**config.mk**
```make
export PLATFORM = sky130hd
export DESIGN_NAME = adder_share_arbiter
export DESIGN_NICKNAME = d
export VERILOG_FILES = /design/src/rtl/adder_share_arbiter.sv
export SDC_FILE = /design/constraint.sdc
export NUM_CORES = 1
export LEC_CHECK = 0
export CORE_AREA = 2 2 152 95
export CTS_BUF_LIST = sky130_fd_sc_hd__clkbuf_4 sky130_fd_sc_hd__clkbuf_8 sky130_fd_sc_hd__clkbuf_16
export DETAILED_ROUTE_END_ITERATION = 8
export DIE_AREA = 0 0 154 97
export PLACE_DENSITY_LB_ADDON = 0.25
export RECOVER_POWER = 50
export SYNTH_ARGS = -nofsm -noshare
export SYNTH_HDL_FRONTEND = slang
export SYNTH_SLANG_ARGS = --single-unit
```
**constraint.sdc**
```tcl
create_clock -name Clk -period 5.9 [get_ports Clk]
set_input_delay 1.18 -clock Clk [delete_from_list [all_inputs] [get_ports Clk]]
set_output_delay 1.18 -clock Clk [all_outputs]
set_load 0.005 [all_outputs]
```
**src/rtl/adder_share_arbiter.sv**
```systemverilog
// ---------------------------------------------------------------------------
// adder_share_arbiter
//
// Purpose:
//   Lets several address-generation requesters (PC+4, branch target, a spare
//   slot, ...) share one WIDTH-bit combinational adder. A round-robin arbiter
//   picks one valid request per cycle, feeds its operands to the shared
//   Adder, and the sum is captured in a one-entry output register tagged with
//   the id of the requester that produced it. The output register supports
//   consumer backpressure and same-cycle drain/refill.
//
// Ports:
//   Clk        in   1              rising-edge clock for all state
//   Reset      in   1              synchronous, active-high reset
//   ReqValid   in   NUM_REQ        per-requester request valid
//   ReqIn1     in   NUM_REQ*WIDTH  operand A, slice i belongs to requester i
//   ReqIn2     in   NUM_REQ*WIDTH  operand B, slice i belongs to requester i
//   ReqReady   out  NUM_REQ        one-hot grant; transfer = valid & ready
//   RespValid  out  1              output register holds a valid sum
//   RespReady  in   1              consumer takes the response this cycle
//   RespSum    out  WIDTH          registered sum (modulo 2**WIDTH)
//   RespId     out  ID_W           requester index that produced RespSum
//   Busy       out  1              RespValid or any ReqValid high
//
// Parameters:
//   NUM_REQ  number of requesters (2..8)
//   WIDTH    operand and sum width
//   ID_W     requester id width, 2**ID_W must be >= NUM_REQ
// ---------------------------------------------------------------------------

// ---------------------------------------------------------------------------
// Adder
//
// Purpose:
//   Plain WIDTH-bit combinational adder. The carry-out is dropped on purpose:
//   address arithmetic here wraps modulo 2**WIDTH and nobody needs overflow.
//
// Ports:
//   i_a    in   WIDTH  operand A
//   i_b    in   WIDTH  operand B
//   o_sum  out  WIDTH  i_a + i_b modulo 2**WIDTH
// ---------------------------------------------------------------------------
module Adder #(
   parameter int WIDTH = 32
) (
   input  logic [WIDTH-1:0] i_a,
   input  logic [WIDTH-1:0] i_b,
   output logic [WIDTH-1:0] o_sum
);

   assign o_sum = i_a + i_b;

endmodule

module adder_share_arbiter #(
   parameter int NUM_REQ = 4,
   parameter int WIDTH   = 32,
   parameter int ID_W    = 2
) (
   input  logic                     Clk,
   input  logic                     Reset,
   input  logic [NUM_REQ-1:0]       ReqValid,
   input  logic [NUM_REQ*WIDTH-1:0] ReqIn1,
   input  logic [NUM_REQ*WIDTH-1:0] ReqIn2,
   output logic [NUM_REQ-1:0]       ReqReady,
   output logic                     RespValid,
   input  logic                     RespReady,
   output logic [WIDTH-1:0]         RespSum,
   output logic [ID_W-1:0]          RespId,
   output logic                     Busy
);

   // Registered state: the one-entry response slot and the round-robin
   // pointer naming the requester that currently has highest priority.
   logic              r_respValid;
   logic [WIDTH-1:0]  r_respSum;
   logic [ID_W-1:0]   r_respId;
   logic [ID_W-1:0]   r_ptr;

   // Combinational arbitration and datapath signals.
   logic              w_slotFree;
   logic              w_winValid;
   logic [ID_W-1:0]   w_winIdx;
   logic              w_transfer;
   logic [NUM_REQ-1:0] w_grant;
   logic [WIDTH-1:0]  w_opA;
   logic [WIDTH-1:0]  w_opB;
   logic [WIDTH-1:0]  w_sum;
   logic [ID_W-1:0]   w_nextPtr;

   // The slot can accept a new sum when it is empty, or when the current
   // sum is leaving this very cycle. That pass-through case is what allows
   // one sum per cycle under continuous RespReady.
   assign w_slotFree = ~r_respValid | RespReady;

   // Round-robin search: look at r_ptr, r_ptr+1, ... wrapping at NUM_REQ.
   // The loop walks the offsets from the far end down to zero so the last
   // write wins, which leaves the candidate closest to r_ptr as the winner.
   // Only ReqValid and r_ptr feed this search; operands never influence
   // who gets the grant.
   always_comb begin
      int idx;
      idx        = 0;
      w_winValid = 1'b0;
      w_winIdx   = '0;
      for (int k = NUM_REQ - 1; k >= 0; k--) begin
         idx = int'(r_ptr) + k;
         if (idx >= NUM_REQ) begin
            idx = idx - NUM_REQ;
         end
         if (ReqValid[idx]) begin
            w_winValid = 1'b1;
            w_winIdx   = ID_W'(idx);
         end
      end
   end

   // A transfer happens only when there is a winner, the slot can take it,
   // and we are not in reset. Reset forces the grant vector to zero so no
   // requester believes it was accepted during a reset cycle.
   assign w_transfer = ~Reset & w_slotFree & w_winValid;

   // Expand the winner index into the one-hot ReqReady vector.
   always_comb begin
      w_grant = '0;
      for (int i = 0; i < NUM_REQ; i++) begin
         w_grant[i] = w_transfer && (w_winIdx == ID_W'(i));
      end
   end

   assign ReqReady = w_grant;

   // Operand mux in front of the shared adder. Only the winner's slices are
   // forwarded; when nobody wins the mux still selects slot w_winIdx (zero),
   // which is harmless because the sum is not captured without a transfer.
   always_comb begin
      w_opA = '0;
      w_opB = '0;
      for (int i = 0; i < NUM_REQ; i++) begin
         if (w_winIdx == ID_W'(i)) begin
            w_opA = ReqIn1[i*WIDTH +: WIDTH];
            w_opB = ReqIn2[i*WIDTH +: WIDTH];
         end
      end
   end

   Adder #(
      .WIDTH (WIDTH)
   ) u_adder (
      .i_a   (w_opA),
      .i_b   (w_opB),
      .o_sum (w_sum)
   );

   // After a grant the winner drops to lowest priority: the pointer moves to
   // the requester just after it, wrapping from NUM_REQ-1 back to 0.
   assign w_nextPtr = (w_winIdx == ID_W'(NUM_REQ - 1)) ? '0
                                                         : w_winIdx + ID_W'(1);

   // Response slot and pointer update. A transfer always loads the slot
   // (it may overwrite a sum that is draining in the same cycle). Without a
   // transfer, a consumed sum empties the slot; a stalled sum simply holds,
   // and the pointer only ever moves on a transfer so idle cycles do not
   // shift priority. Reset drops any pending response outright.
   always_ff @(posedge Clk) begin
      if (Reset) begin
         r_respValid <= 1'b0;
         r_respSum   <= '0;
         r_respId    <= '0;
         r_ptr       <= '0;
      end else begin
         if (w_transfer) begin
            r_respValid <= 1'b1;
            r_respSum   <= w_sum;
            r_respId    <= w_winIdx;
            r_ptr       <= w_nextPtr;
         end else if (r_respValid && RespReady) begin
            r_respValid <= 1'b0;
         end
      end
   end

   assign RespValid = r_respValid;
   assign RespSum   = r_respSum;
   assign RespId    = r_respId;

   // Busy tells upstream control that either a sum is still waiting to be
   // consumed or some requester is still asking for the adder.
   assign Busy = r_respValid | (|ReqValid);

endmodule

```
==> impl_table.tex, run 1 <==
\begin{tabular}{lr}
\hline
Metric & Value \\
\hline
\multicolumn{2}{l}{\textbf{Global route}} \\
\quad Largest net degree at the start of global routing & 65 \\
\quad Total global routing track utilization & 0.288 \\
\quad Overflow left after global routing & 0 \\
\quad Vias in the first global route & 6,994 \\
\quad Antenna violations before repair & 0 \\
\quad Wire length of the first global-routing pass & 35.1 mm \\
\multicolumn{2}{l}{\textbf{Synthesis}} \\
\quad Synth top area cells & sky130\_fd\_sc\_hd\_\_a21oi\_1 (17\%), sky130\_fd\_sc\_hd\_\_dfxtp\_1 (14\%), sky130\_fd\_sc\_hd\_\_nand2\_1 (13\%) \\
\quad Area fraction of the dominant cell type after synthesis & 0.169 \\
\quad Post-synthesis sequential area ratio & 0.140 \\
\quad Mux share of post-synthesis cell area & 0.00568 \\
\quad Net count of the mapped netlist & between 1,000 and 1,500 \\
\quad Number of standard cells after synthesis & $\sim$910 \\
\quad Compound-cell area share of the yosys netlist & 0.355 \\
\quad Dominant register cell in the synthesized netlist & sky130\_fd\_sc\_hd\_\_dfxtp\_1 \\
\quad Summed instance area of the synthesized netlist & 0.00529 sq mm \\
\quad Area leader, netlist & sky130\_fd\_sc\_hd\_\_a21oi\_1 \\
\quad Synthesis-stage register bit count & 37 \\
\quad Synth Area in XOR/XNOR & 0.0481 \\
\quad Simple-Gate Fraction of Synth Area & 0.304 \\
\quad Synth Area in Adders & 0.0866 \\
\quad Post-Synthesis Mean Instance Area & 5.80 sq um \\
\quad Share of synthesized registers carrying an async set or reset & 0 \\
\quad Number of enable-type register cells in the synthesized netlist & 0 \\
\quad Syn. warnings & 0 \\
\quad Count of cell types in the netlist & between 50 and 60 \\
\quad Combinational family with the most area after synthesis & compound AO/OA/AOI/OAI gates \\
\multicolumn{2}{l}{\textbf{Worst setup path}} \\
\quad Kind of cell adding the most delay to the critical path & compound AO/OA/AOI/OAI gates \\
\quad Cell at the slowest stage of the critical path & sky130\_fd\_sc\_hd\_\_ha\_1 \\
\quad Required time of the critical path & a little over 6000 ps \\
\quad Cell type with the highest occurrence count on the critical path & sky130\_fd\_sc\_hd\_\_nor2\_1 \\
\quad Critical path startpoint & ReqValid[0] \\
\quad Worst Path Buf+Inv & 4 \\
\quad Critical Path, Cell by Cell & clkdlybuf4s50\_1 > mux2i\_1 > nor2\_1 > nor3\_1 > buf\_4 > ha\_4 > buf\_12 > buf\_4 > nor2\_1 > a21oi\_1 > nor2\_1 > a21oi\_1 > o21ai\_0 > ha\_1 > nand2\_1 > o21ai\_1 > nor2\_1 > a211oi\_4 > a21oi\_2 > or4\_1 > o311ai\_1 \\
\quad Critical path peak fanout & 38 \\
\quad Startpoint of the worst-slack reg-to-reg timing path & r\_ptr[1] \\
\quad Type of origin of the critical path & input pin \\
\quad Type of the worst setup path & in -> reg \\
\quad Critical path capture point type & register \\
\quad Arrival time at the worst endpoint & $\sim$5600 ps \\
\quad Slowest Stage Delay on Critical Path & about 500 ps \\
\multicolumn{2}{l}{\textbf{Worst hold path}} \\
\quad Hold Crit Class & reg -> reg \\
\quad Hold\_sp & RespSum[23] \\
\multicolumn{2}{l}{\textbf{Power}} \\
\quad Proportion of power drawn by flip-flops and latches & 0.159 \\
\quad PD cells & 288 mW/mm\^{}2 \\
\quad Maximum resistive drop on vdd & 0.000137 V \\
\quad Switching portion of total power & 0.468 \\
\quad Sum of internal, switching and leakage power & between 2 and 2.5 mW \\
\quad Leakage power & between 3 and 4 nW \\
\quad Part of the total power dissipated in the clock network & 0.112 \\
\quad Cell Int Power & between 1 and 1.5 mW \\
\quad Switching power & approximately 1.2 mW \\
\quad Portion of total power attributed to combinational logic & 0.730 \\
\multicolumn{2}{l}{\textbf{CTS}} \\
\quad Number of buffers on the longest clock path & 2 \\
\quad Number of instances resized during post-cts repair & 0 \\
\quad TritonCTS Buffers & 5 \\
\quad Cell chosen for the clock root & sky130\_fd\_sc\_hd\_\_clkbuf\_16 \\
\quad Number of H-tree levels & 2 \\
\quad Clock tree from TritonCTS & built \\
\quad CTS clock-pin slew for the worst setup and hold paths & around 50 ps \\
\quad CTS sink count & 37 \\
\quad Count of buffers added by post-CTS timing repair for setup & 0 \\
\quad Post-CTS Hold Buffers & 0 \\
\quad Clock network latency to the later pin of the worst-skew pair & roughly 280 ps \\
\multicolumn{2}{l}{\textbf{Timing}} \\
\quad Setup repair after global routing missed its margin & false \\
\quad Final Setup Violations & 0 \\
\quad Max-Slew Margin vs Limit & 0.262 \\
\quad Total negative slack & 0 ps \\
\quad Slew Viols, Final & 0 \\
\quad Hold violation total from the final report & 0 \\
\quad Maximum clock rate & between 150 and 200 MHz \\
\quad Share of the clock period used by the worst path & 0.909 \\
\quad Actual transition at the worst max-transition pin & between 1000 and 1500 ps \\
\quad Clock skew after layout & between 5 and 6 ps \\
\quad Crit path setup slack, layout & roughly 540 ps \\
\quad Clock period minus worst slack & between 5000 and 6000 ps \\
\multicolumn{2}{l}{\textbf{Cells and area}} \\
\quad Most common cell after layout, fill and taps aside & sky130\_fd\_sc\_hd\_\_clkdlybuf4s50\_1 \\
\quad Share of final-layout standard cells stronger than drive strength 1 & 0.0458 \\
\quad Final net count & between 1,000 and 1,500 \\
\quad Area Overhead vs Synth & 64.2\% \\
\quad Top library cells by usage in the layout, fill and taps aside & sky130\_fd\_sc\_hd\_\_clkdlybuf4s50\_1 (267), sky130\_fd\_sc\_hd\_\_nand2\_1 (184), sky130\_fd\_sc\_hd\_\_a21oi\_1 (178), sky130\_fd\_sc\_hd\_\_nor2\_1 (156), sky130\_fd\_sc\_hd\_\_o21ai\_0 (86) \\
\quad Multi-input gate area in the final layout & 0.00426 sq mm \\
\quad Fillers & between 1,000 and 1,500 \\
\quad Register Area & around 740 sq um \\
\quad Number of antenna diodes & 0 \\
\multicolumn{2}{l}{\textbf{Routing}} \\
\quad Final wirelength & approximately 22 mm \\
\quad Avg Vias per Cell & between 5 and 6 \\
\quad DRC violation total after the first TritonRoute iteration & 564 \\
\quad Wire length per cell & approximately 16 um \\
\quad Drt pass-1 iters & 6 \\
\quad Total vias in the final route & just over 7,000 \\
\quad DRT antenna net count & 0 \\
\quad Residual DRC count & 0 \\
\multicolumn{2}{l}{\textbf{Floorplanning}} \\
\quad Number of primary I/O pins & around 300 \\
\quad Std-Cell Rows & 33 \\
\quad Floorplan core area & approximately 0.013 sq mm \\
\quad Vertical die dimension & 97 um \\
\quad Width of the die & between 150 and 200 um \\
\quad Initial core utilization & 0.394 \\
\quad Die area & between 0.01 and 0.015 sq mm \\
\multicolumn{2}{l}{\textbf{Run status}} \\
\quad Result of the run & finished, final reports clean \\
\multicolumn{2}{l}{\textbf{Placed design}} \\
\quad Worst setup slack after placement & 332 ps \\
\quad Final weighted congestion of routability-driven global placement & $\sim$0.96 \\
\quad Total of buffers placed on input and output ports & between 300 and 400 \\
\quad HPWL reported at the end of detailed placement & about 18 mm \\
\multicolumn{2}{l}{\textbf{Flow run}} \\
\quad Number of max-cap violations & 0 \\
\hline
\end{tabular}
## path summary, 6_finish.rpt
check / cells past startpoint / end / slack (ps)
max reg2reg: 20 / RespSum[29] / 1420
min reg2reg: 2 / RespSum[23] / 440
min: 2 / RespSum[23] / 440
max: 21 / RespSum[29] / 540
## cells by family (layout without fill, tap and decap cells)
logic type | Yosys count | after routing
simple gates | 393 | 393
compound gates | 332 | 332
buf+inv | 82 | 348
flops | 37 | 37
fa+ha+maj | 36 | 36
xor+xnor | 29 | 29
mux | 3 | 3
## final cells by class
cell class | instances | area share
inverters | 13 | 0.00562
well taps | 175 | 0.0252
repair buffers | 327 | 0.375
clock buffers | 7 | 0.0176
multi-input cells | 793 | 0.490
clock inverters | 1 | 0.000577
flip-flops and latches | 37 | 0.0853
## sequential cells by signal, indices dropped and copies added, names as in the netlist
| register | count |
|---|---|
| RespId | 2 |
| RespSum | 32 |
| RespValid | 1 |
| r_ptr | 2 |
## worst reg2reg max path, delay by kind of cell (launching register included)
kind	cells	cell delay, ps
compound gates	7	1230
mux	1	210
buf+inv	3	720
fa+ha+maj	2	720
flops	1	450
simple gates	7	1020
## layer usage
metal  wire (um)  GRT usage  vias up  share of wire
li1            -          -     3676              -
met1        9690      0.365     3206           0.44
met2       10000      0.484      306           0.45
met3        1880     0.0735       45          0.085
met4         590     0.0784        0          0.027
met5           0          0        -              0
## power groups by stage
| stage | clock (mW) | combinational [mW] | sequential (mW) |
|---|---|---|---|
| global route | 0.294 | 2.01 | 0.407 |
| CTS | 0.284 | 1.84 | 0.400 |
| detailed placement | 0 | 1.83 | 0.403 |
| floorplan | 0 | 1.11 | 0.401 |
| finish | 0.279 | 1.82 | 0.396 |
| global placement | 0 | 1.82 | 0.403 |
## synthesized netlist by cell type, types with 3 or more instances
cell,n
sky130_fd_sc_hd__o21a_1,3
sky130_fd_sc_hd__buf_1,15
sky130_fd_sc_hd__a21oi_2,4
sky130_fd_sc_hd__nand2b_1,4
sky130_fd_sc_hd__nand2_1,184
sky130_fd_sc_hd__and3_1,3
sky130_fd_sc_hd__dfxtp_1,37
sky130_fd_sc_hd__a21oi_1,178
sky130_fd_sc_hd__a21o_1,8
sky130_fd_sc_hd__nor3_1,6
sky130_fd_sc_hd__xnor2_1,11
sky130_fd_sc_hd__nand2_2,3
sky130_fd_sc_hd__o21ai_0,86
sky130_fd_sc_hd__o211ai_1,3
sky130_fd_sc_hd__nor2_1,156
sky130_fd_sc_hd__inv_1,13
sky130_fd_sc_hd__clkbuf_1,45
sky130_fd_sc_hd__o21ai_1,13
sky130_fd_sc_hd__xor2_1,18
sky130_fd_sc_hd__o21ai_2,3
sky130_fd_sc_hd__a211oi_1,7
sky130_fd_sc_hd__buf_2,6
sky130_fd_sc_hd__nand4_1,12
sky130_fd_sc_hd__mux2i_1,3
sky130_fd_sc_hd__nand3_1,10
sky130_fd_sc_hd__and2_1,5
sky130_fd_sc_hd__ha_1,35
sky130_fd_sc_hd__o21bai_1,3
## stage by stage
step,instances,area [sq um],util,hold slack [ps]
after global placement,1345,8530,0.636,440
after floorplan,912,5290,-,442
after CTS,1353,8690,0.648,452
after global routing,1353,8680,0.647,475
after detailed placement,1345,8530,0.636,444
final,1353,8680,0.647,443
Note: power is estimated with default switching activity, not from simulation.
==> inputs of run 2 (changes only) <==
--- a/config.mk
+++ b/config.mk
@@ -5,11 +5,12 @@
 export SDC_FILE = /design/constraint.sdc
 export NUM_CORES = 1
 export LEC_CHECK = 0
+export ABC_CLOCK_PERIOD_IN_PS = 5900
 export CORE_AREA = 2 2 152 95
 export CTS_BUF_LIST = sky130_fd_sc_hd__clkbuf_4 sky130_fd_sc_hd__clkbuf_8 sky130_fd_sc_hd__clkbuf_16
 export DETAILED_ROUTE_END_ITERATION = 8
 export DIE_AREA = 0 0 154 97
-export PLACE_DENSITY_LB_ADDON = 0.25
+export PLACE_DENSITY = 0.82
 export RECOVER_POWER = 50
 export SYNTH_ARGS = -nofsm -noshare
 export SYNTH_HDL_FRONTEND = slang
==> impl_table.tex, run 2 (synthesized netlist as in run 1, its figures left out) <==
\begin{tabular}{lr}
\hline
Metric & Value \\
\hline
\multicolumn{2}{l}{\textbf{Global route}} \\
\quad Vias in the first global route & 6,833 (was 6,994) \\
\quad Wire length of the first global-routing pass & 34.9 mm (was 35.1 mm) \\
\quad Antenna violations before repair & 0 (unchanged) \\
\quad Overflow left after global routing & 0 (unchanged) \\
\quad Total global routing track utilization & 0.287 (was 0.288) \\
\quad Largest net degree at the start of global routing & 65 (unchanged) \\
\multicolumn{2}{l}{\textbf{Cells and area}} \\
\quad Share of final-layout standard cells stronger than drive strength 1 & 0.0434 (was 0.0458) \\
\quad Most common cell after layout, fill and taps aside & sky130\_fd\_sc\_hd\_\_clkdlybuf4s50\_1 (unchanged) \\
\quad Number of antenna diodes & 0 (unchanged) \\
\quad Area Overhead vs Synth & 64.5\% (was 64.2\%) \\
\quad Final net count & 1,474 (was 1,476) \\
\quad Top library cells by usage in the layout, fill and taps aside & sky130\_fd\_sc\_hd\_\_clkdlybuf4s50\_1 (267), sky130\_fd\_sc\_hd\_\_nand2\_1 (184), sky130\_fd\_sc\_hd\_\_a21oi\_1 (178), sky130\_fd\_sc\_hd\_\_nor2\_1 (156), sky130\_fd\_sc\_hd\_\_o21ai\_0 (86) (unchanged) \\
\quad Post-Route Utilization & 0.648 (was 0.647) \\
\quad Flip-flop count of the largest register, all copies and words added & 32 (unchanged) \\
\multicolumn{2}{l}{\textbf{Worst setup path}} \\
\quad Critical Path, Cell by Cell & clkdlybuf4s50\_1 > mux2i\_1 > nor2\_1 > nor3\_1 > buf\_4 > ha\_4 > buf\_12 > nor2\_1 > a21oi\_1 > nor2\_1 > a21oi\_1 > o21ai\_0 > ha\_1 > fa\_1 > a21oi\_1 > o221a\_2 > o21ai\_2 > a41oi\_1 > o21ai\_1 > mux2i\_1 > o32ai\_1 (was clkdlybuf4s50\_1 > mux2i\_1 > nor2\_1 > nor3\_1 > buf\_4 > ha\_4 > buf\_12 > buf\_4 > nor2\_1 > a21oi\_1 > nor2\_1 > a21oi\_1 > o21ai\_0 > ha\_1 > nand2\_1 > o21ai\_1 > nor2\_1 > a211oi\_4 > a21oi\_2 > or4\_1 > o311ai\_1) \\
\quad Reg2reg end & RespSum[28] (was RespSum[29]) \\
\quad Slowest Stage Delay on Critical Path & 480 ps (was 500 ps) \\
\quad Flop-to-flop setup slack & 1360 ps (was 1420 ps) \\
\quad Arrival time at the worst endpoint & 5520 ps (was 5550 ps) \\
\quad Startpoint of the worst-slack reg-to-reg timing path & r\_ptr[1] (unchanged) \\
\quad Worst Reg-to-Reg Cells & 20 (unchanged) \\
\quad Required time of the critical path & 6040 ps (was 6090 ps) \\
\quad Cell at the slowest stage of the critical path & sky130\_fd\_sc\_hd\_\_clkdlybuf4s50\_1 (was sky130\_fd\_sc\_hd\_\_ha\_1) \\
\quad Type of the worst setup path & in -> reg (unchanged) \\
\quad Critical path capture point type & register (unchanged) \\
\quad Type of origin of the critical path & input pin (unchanged) \\
\quad Critical path peak fanout & 52 (was 38) \\
\multicolumn{2}{l}{\textbf{Routing}} \\
\quad Total vias in the final route & 7,206 (was 7,233) \\
\quad Wire length per cell & 16.3 um (was 16.4 um) \\
\quad Avg Vias per Cell & 5.33 (was 5.35) \\
\quad DRC violation total after the first TritonRoute iteration & 631 (was 564) \\
\quad DRT antenna net count & 0 (unchanged) \\
\quad Residual DRC count & 0 (unchanged) \\
\quad Final wirelength & 22.0 mm (was 22.2 mm) \\
\quad Drt pass-1 iters & 5 (was 6) \\
\multicolumn{2}{l}{\textbf{Placed design}} \\
\quad Total of buffers placed on input and output ports & 302 (unchanged) \\
\quad HPWL reported at the end of detailed placement & 18.3 mm (about the same) \\
\quad Final weighted congestion of routability-driven global placement & 0.978 (was 0.957) \\
\multicolumn{2}{l}{\textbf{CTS}} \\
\quad Number of instances resized during post-cts repair & 0 (unchanged) \\
\quad CTS sink count & 37 (unchanged) \\
\quad CTS clock-pin slew for the worst setup and hold paths & 60 ps (was 50 ps) \\
\quad Clock network latency to the later pin of the worst-skew pair & 290 ps (was 280 ps) \\
\quad Clock tree from TritonCTS & built (unchanged) \\
\quad Post-CTS Hold Buffers & 0 (unchanged) \\
\quad Number of H-tree levels & 2 (unchanged) \\
\quad Cell chosen for the clock root & sky130\_fd\_sc\_hd\_\_clkbuf\_16 (unchanged) \\
\quad TritonCTS Buffers & 5 (unchanged) \\
\quad Count of buffers added by post-CTS timing repair for setup & 0 (unchanged) \\
\quad Number of buffers on the longest clock path & 2 (unchanged) \\
\multicolumn{2}{l}{\textbf{Timing}} \\
\quad Hold violation total from the final report & 0 (unchanged) \\
\quad Clock skew after layout & 4.89 ps (was 5.21 ps) \\
\quad Final Setup Violations & 0 (unchanged) \\
\quad Clock period minus worst slack & 5380 ps (was 5360 ps) \\
\quad Actual transition at the worst max-transition pin & 1030 ps (was 1110 ps) \\
\quad Maximum clock rate & 186 MHz (was 187 MHz) \\
\quad Setup repair after global routing missed its margin & false (unchanged) \\
\quad Max-Slew Margin vs Limit & 0.314 (was 0.262) \\
\quad Share of the clock period used by the worst path & 0.912 (was 0.909) \\
\quad Slew Viols, Final & 0 (unchanged) \\
\quad Total negative slack & 0 ps (unchanged) \\
\multicolumn{2}{l}{\textbf{Worst hold path}} \\
\quad Hold endpoint & RespSum[25] (was RespSum[23]) \\
\quad Hold Crit Class & reg -> reg (unchanged) \\
\quad WHS Path Cells & 2 (unchanged) \\
\quad Hold\_sp & RespSum[25] (was RespSum[23]) \\
\multicolumn{2}{l}{\textbf{Floorplanning}} \\
\quad Vertical die dimension & 97 um (unchanged) \\
\quad Width of the die & 154 um (unchanged) \\
\quad Number of primary I/O pins & 303 (unchanged) \\
\quad Std-Cell Rows & 33 (unchanged) \\
\quad Initial core utilization & 0.394 (unchanged) \\
\quad Floorplan core area & 0.0134 sq mm (unchanged) \\
\quad Die area & 0.0149 sq mm (unchanged) \\
\multicolumn{2}{l}{\textbf{Flow run}} \\
\quad Number of max-cap violations & 0 (unchanged) \\
\multicolumn{2}{l}{\textbf{Power}} \\
\quad Maximum resistive drop on vdd & 0.000181 V (was 0.000137 V) \\
\quad Leakage power & 3.52 nW (about the same) \\
\quad PD cells & 296 mW/mm\^{}2 (was 288 mW/mm\^{}2) \\
\multicolumn{2}{l}{\textbf{Run status}} \\
\quad Result of the run & finished, final reports clean (unchanged) \\
\hline
\end{tabular}
-- run 2: changes by cell type in the layout (fill, tap and decap cells not counted) --
cell	previous run	this run
sky130_fd_sc_hd__bufinv_16	0	2
sky130_fd_sc_hd__buf_4	20	17
sky130_fd_sc_hd__clkbuf_8	2	0
sky130_fd_sc_hd__clkbuf_1	1	2
-- run 2: metrics by stage --
stage,setup WS (ps),std cells,hold WS [ps],instance area (sq um),total power [mW]
2_1_floorplan,991,912,442,5290,1.51
3_3_place_gp,375,1343,440,8520,2.23
3_5_place_dp,289,1343,444,8520,2.24
4_1_cts,549,1351,452,8710,2.60
5_1_grt,218,1351,468,8690,2.78
6_report,516,1351,448,8690,2.58
-- run 2: how the worst max path moves through the flow --
stage,from,endpoint,slack [ps],depth (start not counted)
2_1_floorplan,ReqValid[2],RespSum[28],990,19
3_3_place_gp,ReqValid[0],RespSum[28],370,21
3_5_place_dp,ReqValid[0],RespSum[28],290,21
4_1_cts,ReqValid[0],RespSum[28],550,21
5_1_grt,ReqValid[0],RespSum[28],220,21
6_report,ReqValid[0],RespSum[28],520,21
-- run 2: cell type report --
type / count / area [sq um]
inverter: 13 / 48.8
timing repair buffer: 325 / 3240
multi-input combinational: 793 / 4260
tap: 175 / 219
sequential: 37 / 741
fill: 1259 / 4730
clock inverter: 3 / 65.1
clock buffer: 5 / 125
-- run 2: worst max-delay path: cells and delay by family --
family / cells / cell delay [ps]
adder cells (fa/ha/maj): 3 / 980
multiplexers: 2 / 330
buffers and inverters: 3 / 930
AND/OR/NAND/NOR: 4 / 450
AO/OA/AOI/OAI: 9 / 1600
-- run 2: layer usage --
layer	track usage	wire length, um	vias to the layer above
met3	0.0784	1740	28
met2	0.491	10200	274
met1	0.363	9620	3226
li1	-	-	3678
met4	0.0525	395	0
met5	0	0	-
-- run 2: report_power, final --
| group | leakage (nW) | internal, mW | switching (mW) |
|---|---|---|---|
| registers | 0.307 | 0.344 | 0.0515 |
| clock network | 0.0938 | 0.241 | 0.105 |
| logic | 3.12 | 0.807 | 1.03 |
| total | 3.52 | 1.39 | 1.18 |
==> inputs of run 3 (changes only) <==
--- a/config.mk
+++ b/config.mk
@@ -5,12 +5,14 @@
 export SDC_FILE = /design/constraint.sdc
 export NUM_CORES = 1
 export LEC_CHECK = 0
-export ABC_CLOCK_PERIOD_IN_PS = 5900
-export CORE_AREA = 2 2 152 95
+export ABC_CLOCK_PERIOD_IN_PS = 4820
+export CELL_PAD_IN_SITES_DETAIL_PLACEMENT = 0
+export CELL_PAD_IN_SITES_GLOBAL_PLACEMENT = 1
+export CORE_AREA = 2 2 199 123
 export CTS_BUF_LIST = sky130_fd_sc_hd__clkbuf_4 sky130_fd_sc_hd__clkbuf_8 sky130_fd_sc_hd__clkbuf_16
 export DETAILED_ROUTE_END_ITERATION = 8
-export DIE_AREA = 0 0 154 97
-export PLACE_DENSITY = 0.82
+export DIE_AREA = 0 0 201 125
+export PLACE_DENSITY_LB_ADDON = 0.1
 export RECOVER_POWER = 50
 export SYNTH_ARGS = -nofsm -noshare
 export SYNTH_HDL_FRONTEND = slang
==> constraint.sdc (replaced) <==
create_clock -name Clk -period 4.82 [get_ports Clk]
set_input_delay 0.964 -clock Clk [delete_from_list [all_inputs] [get_ports Clk]]
set_output_delay 0.964 -clock Clk [all_outputs]
set_load 0.005 [all_outputs]
==> impl_table.tex, run 3 (synthesized netlist as in run 1, its figures left out) <==
\begin{tabular}{lr}
\hline
Metric & Value \\
\hline
\multicolumn{2}{l}{\textbf{Power}} \\
\quad Sum of internal, switching and leakage power & 3.87 mW (was 2.58 mW) \\
\quad PD cells & 380 mW/mm\^{}2 (was 296 mW/mm\^{}2) \\
\quad Cell Int Power & 2.20 mW (was 1.39 mW) \\
\quad Portion of total power attributed to combinational logic & 0.762 (was 0.712) \\
\quad Leakage power & 4.33 nW (was 3.52 nW) \\
\quad Switching portion of total power & 0.433 (was 0.460) \\
\quad Maximum resistive drop on vdd & 0.000180 V (was 0.000181 V) \\
\quad Switching power & 1.67 mW (was 1.18 mW) \\
\quad Part of the total power dissipated in the clock network & 0.113 (was 0.134) \\
\quad Proportion of power drawn by flip-flops and latches & 0.125 (was 0.153) \\
\multicolumn{2}{l}{\textbf{Timing}} \\
\quad Maximum clock rate & about 220 MHz \\
\quad Clock skew after layout & 6.20 ps (was 4.89 ps) \\
\quad Share of the clock period used by the worst path & 0.947 \\
\quad Slew Viols, Final & 0 (unchanged) \\
\quad Total negative slack & 0 ps (unchanged) \\
\quad Clock period minus worst slack & 4560 ps \\
\quad Actual transition at the worst max-transition pin & 1170 ps (was 1030 ps) \\
\quad Final Setup Violations & 0 (unchanged) \\
\quad Max-Slew Margin vs Limit & 0.220 (was 0.314) \\
\quad Hold violation total from the final report & 0 (unchanged) \\
\multicolumn{2}{l}{\textbf{Routing}} \\
\quad Drt pass-1 iters & 5 (unchanged) \\
\quad Wire length per cell & 16.9 um (was 16.3 um) \\
\quad Final wirelength & 27.8 mm (was 22.0 mm) \\
\quad Avg Vias per Cell & 4.62 (was 5.33) \\
\quad DRC violation total after the first TritonRoute iteration & 396 (was 631) \\
\quad Total vias in the final route & 7,615 (was 7,206) \\
\quad DRT antenna net count & 0 (unchanged) \\
\quad Residual DRC count & 0 (unchanged) \\
\multicolumn{2}{l}{\textbf{Floorplanning}} \\
\quad Number of primary I/O pins & 303 (unchanged) \\
\quad Std-Cell Rows & 44 (was 33) \\
\quad Initial core utilization & 0.225 (was 0.394) \\
\quad Width of the die & 201 um (was 154 um) \\
\quad Die area & 0.0251 sq mm (was 0.0149 sq mm) \\
\quad Vertical die dimension & 125 um (was 97 um) \\
\quad Floorplan core area & 0.0235 sq mm (was 0.0134 sq mm) \\
\multicolumn{2}{l}{\textbf{CTS}} \\
\quad Clock network latency to the later pin of the worst-skew pair & 290 ps (about the same) \\
\quad Number of H-tree levels & 2 (unchanged) \\
\quad CTS sink count & 37 (unchanged) \\
\quad Clock tree from TritonCTS & built (unchanged) \\
\quad TritonCTS Buffers & 5 (unchanged) \\
\quad Post-CTS Hold Buffers & 0 (unchanged) \\
\quad CTS clock-pin slew for the worst setup and hold paths & 60 ps (about the same) \\
\quad Number of buffers on the longest clock path & 2 (unchanged) \\
\quad Cell chosen for the clock root & sky130\_fd\_sc\_hd\_\_clkbuf\_16 (unchanged) \\
\multicolumn{2}{l}{\textbf{Placed design}} \\
\quad Cells after DPL & 1,631 (was 1,343) \\
\quad HPWL reported at the end of detailed placement & 23.8 mm (was 18.3 mm) \\
\quad Total of buffers placed on input and output ports & 302 (unchanged) \\
\quad Final weighted congestion of routability-driven global placement & 0.915 (was 0.978) \\
\multicolumn{2}{l}{\textbf{Cells and area}} \\
\quad Fillers & 2,521 (was 1,259) \\
\quad Area Overhead vs Synth & 92.7\% (was 64.5\%) \\
\quad Most common cell after layout, fill and taps aside & sky130\_fd\_sc\_hd\_\_clkdlybuf4s50\_1 (unchanged) \\
\quad Top library cells by usage in the layout, fill and taps aside & sky130\_fd\_sc\_hd\_\_clkdlybuf4s50\_1 (263), sky130\_fd\_sc\_hd\_\_nand2\_1 (184), sky130\_fd\_sc\_hd\_\_a21oi\_1 (174), sky130\_fd\_sc\_hd\_\_buf\_4 (163), sky130\_fd\_sc\_hd\_\_nor2\_1 (155) (was sky130\_fd\_sc\_hd\_\_clkdlybuf4s50\_1 (267), sky130\_fd\_sc\_hd\_\_nand2\_1 (184), sky130\_fd\_sc\_hd\_\_a21oi\_1 (178), sky130\_fd\_sc\_hd\_\_nor2\_1 (156), sky130\_fd\_sc\_hd\_\_o21ai\_0 (86)) \\
\quad Share of final-layout standard cells stronger than drive strength 1 & 0.164 (was 0.0434) \\
\quad Post-Route Utilization & 0.433 (was 0.648) \\
\quad Multi-input gate area in the final layout & 0.00434 sq mm (was 0.00426 sq mm) \\
\quad Flip-flop count of the largest register, all copies and words added & 32 (unchanged) \\
\quad Count of non-filler cells in the finished layout & 1,650 (was 1,351) \\
\quad Final net count & 1,626 (was 1,474) \\
\quad Number of antenna diodes & 0 (unchanged) \\
\quad Register Area & 741 sq um (unchanged) \\
\multicolumn{2}{l}{\textbf{Worst setup path}} \\
\quad Required time of the critical path & 5020 ps (was 6040 ps) \\
\quad Arrival time at the worst endpoint & 4760 ps (was 5520 ps) \\
\quad Startpoint of the worst-slack reg-to-reg timing path & r\_ptr[1] (unchanged) \\
\quad Critical path peak fanout & 21 (was 52) \\
\quad Cell at the slowest stage of the critical path & sky130\_fd\_sc\_hd\_\_or4\_1 (was sky130\_fd\_sc\_hd\_\_clkdlybuf4s50\_1) \\
\quad Kind of cell adding the most delay to the critical path & simple AND/OR/NAND/NOR gates (was compound AO/OA/AOI/OAI gates) \\
\quad Critical Path, Cell by Cell & dlygate4sd2\_1 > mux2i\_1 > nor2\_1 > nor3\_2 > inv\_1 > buf\_4 > ha\_4 > buf\_12 > buf\_4 > nor2\_1 > a21oi\_1 > o21ai\_0 > ha\_1 > nand2\_2 > nor2\_1 > o21ai\_1 > buf\_4 > a211oi\_4 > a21oi\_2 > or4\_1 > o311ai\_1 (was clkdlybuf4s50\_1 > mux2i\_1 > nor2\_1 > nor3\_1 > buf\_4 > ha\_4 > buf\_12 > nor2\_1 > a21oi\_1 > nor2\_1 > a21oi\_1 > o21ai\_0 > ha\_1 > fa\_1 > a21oi\_1 > o221a\_2 > o21ai\_2 > a41oi\_1 > o21ai\_1 > mux2i\_1 > o32ai\_1) \\
\quad Critical path startpoint & ReqValid[0] (unchanged) \\
\quad Reg2reg end & RespSum[29] (was RespSum[28]) \\
\quad Type of the worst setup path & in -> reg (unchanged) \\
\quad Worst Reg-to-Reg Cells & 20 (unchanged) \\
\quad Slowest Stage Delay on Critical Path & 420 ps (was 480 ps) \\
\quad Worst setup path endpoint & RespSum[29] (was RespSum[28]) \\
\quad Type of origin of the critical path & input pin (unchanged) \\
\quad Number of logic stages on the critical path including buffering & 21 (unchanged) \\
\quad Flop-to-flop setup slack & 710 ps (was 1360 ps) \\
\quad Critical path capture point type & register (unchanged) \\
\quad Worst Path Buf+Inv & 6 (was 3) \\
\multicolumn{2}{l}{\textbf{Global route}} \\
\quad Wire length of the first global-routing pass & 42.5 mm (was 34.9 mm) \\
\quad Antenna violations before repair & 0 (unchanged) \\
\quad Overflow left after global routing & 0 (unchanged) \\
\quad Largest net degree at the start of global routing & 28 (was 65) \\
\quad Vias in the first global route & 7,386 (was 6,833) \\
\quad Total global routing track utilization & 0.216 (was 0.287) \\
\multicolumn{2}{l}{\textbf{Worst hold path}} \\
\quad Hold Crit Class & reg -> reg (unchanged) \\
\multicolumn{2}{l}{\textbf{Run status}} \\
\quad Result of the run & finished, final reports clean (unchanged) \\
\multicolumn{2}{l}{\textbf{Flow run}} \\
\quad Number of max-cap violations & 0 (unchanged) \\
\hline
\end{tabular}
==> run 3: through the flow <==
| step | setup WS, ps | instance area [sq um] | hold WS, ps |
|---|---|---|---|
| after floorplan | 127 | 5290 | 442 |
| after global placement | -515 | 9820 | 443 |
| after detailed placement | -739 | 9820 | 447 |
| after CTS | 38.4 | 10100 | 455 |
| after global routing | -5.02 | 10200 | 472 |
| final | 257 | 10200 | 450 |
==> run 3: per-layer routing <==
layer / up-vias / routed length, um / share of wire / track usage
li1: 3985 / - / - / -
met1: 3383 / 13200 / 0.48 / 0.296
met2: 233 / 12500 / 0.45 / 0.360
met3: 14 / 1800 / 0.065 / 0.0461
met4: 0 / 217 / 0.0078 / 0.0222
met5: - / 0 / 0 / 0
==> run 3: worst min-delay path by stage <==
| stage | start | to | slack, ps | cells past startpoint |
|---|---|---|---|---|
| CTS | RespId[0] | RespId[0] | 460 | 2 |
| global route | RespId[1] | RespId[1] | 470 | 2 |
| finish | RespId[1] | RespId[1] | 450 | 2 |
| global placement | RespId[0] | RespId[0] | 440 | 2 |
| floorplan | RespSum[14] | RespSum[14] | 440 | 2 |
| detailed placement | RespId[0] | RespId[0] | 450 | 2 |
==> run 3: worst register-to-register path, cell delays in order (launching register included) <==
cell and delay [ps]:
sky130_fd_sc_hd__dfxtp_1 430, sky130_fd_sc_hd__mux2i_1 250, sky130_fd_sc_hd__nor2_1 70, sky130_fd_sc_hd__nor3_2 200, sky130_fd_sc_hd__inv_1 110, sky130_fd_sc_hd__buf_4 150
sky130_fd_sc_hd__ha_4 170, sky130_fd_sc_hd__buf_12 150, sky130_fd_sc_hd__buf_4 200, sky130_fd_sc_hd__nor2_1 100, sky130_fd_sc_hd__a21oi_1 50, sky130_fd_sc_hd__o21ai_0 340
sky130_fd_sc_hd__ha_1 290, sky130_fd_sc_hd__nand2_2 110, sky130_fd_sc_hd__nor2_1 160, sky130_fd_sc_hd__o21ai_1 120, sky130_fd_sc_hd__buf_4 160, sky130_fd_sc_hd__a211oi_4 310
sky130_fd_sc_hd__a21oi_2 130, sky130_fd_sc_hd__or4_1 420, sky130_fd_sc_hd__o311ai_1 90
==> run 3: area by class of cell <==
class | instances | share of cell area
repair buffers | 477 | 0.437
multi-input cells | 793 | 0.427
flip-flops and latches | 37 | 0.0727
well taps | 322 | 0.0396
clock buffers | 5 | 0.0123
clock inverters | 3 | 0.00676
inverters | 13 | 0.00479
==> run 3: power by group through the flow <==
stage          clock network, mW  registers [mW]  logic, mW
4_1_cts                    0.444           0.491       2.96
2_1_floorplan                  0           0.491       1.36
5_1_grt                    0.459           0.500       3.24
3_5_place_dp                   0           0.496       2.90
3_3_place_gp                   0           0.496       2.91
6_report                   0.437           0.484       2.95
==> run 3: repair_timing <==
| item | CTS | global route |
|---|---|---|
| pin swaps | 6 | 9 |
| buffers inserted | 8 | 4 |
| resized for setup | 13 | 11 |
| setup endpoints to repair | 15 | 21 |
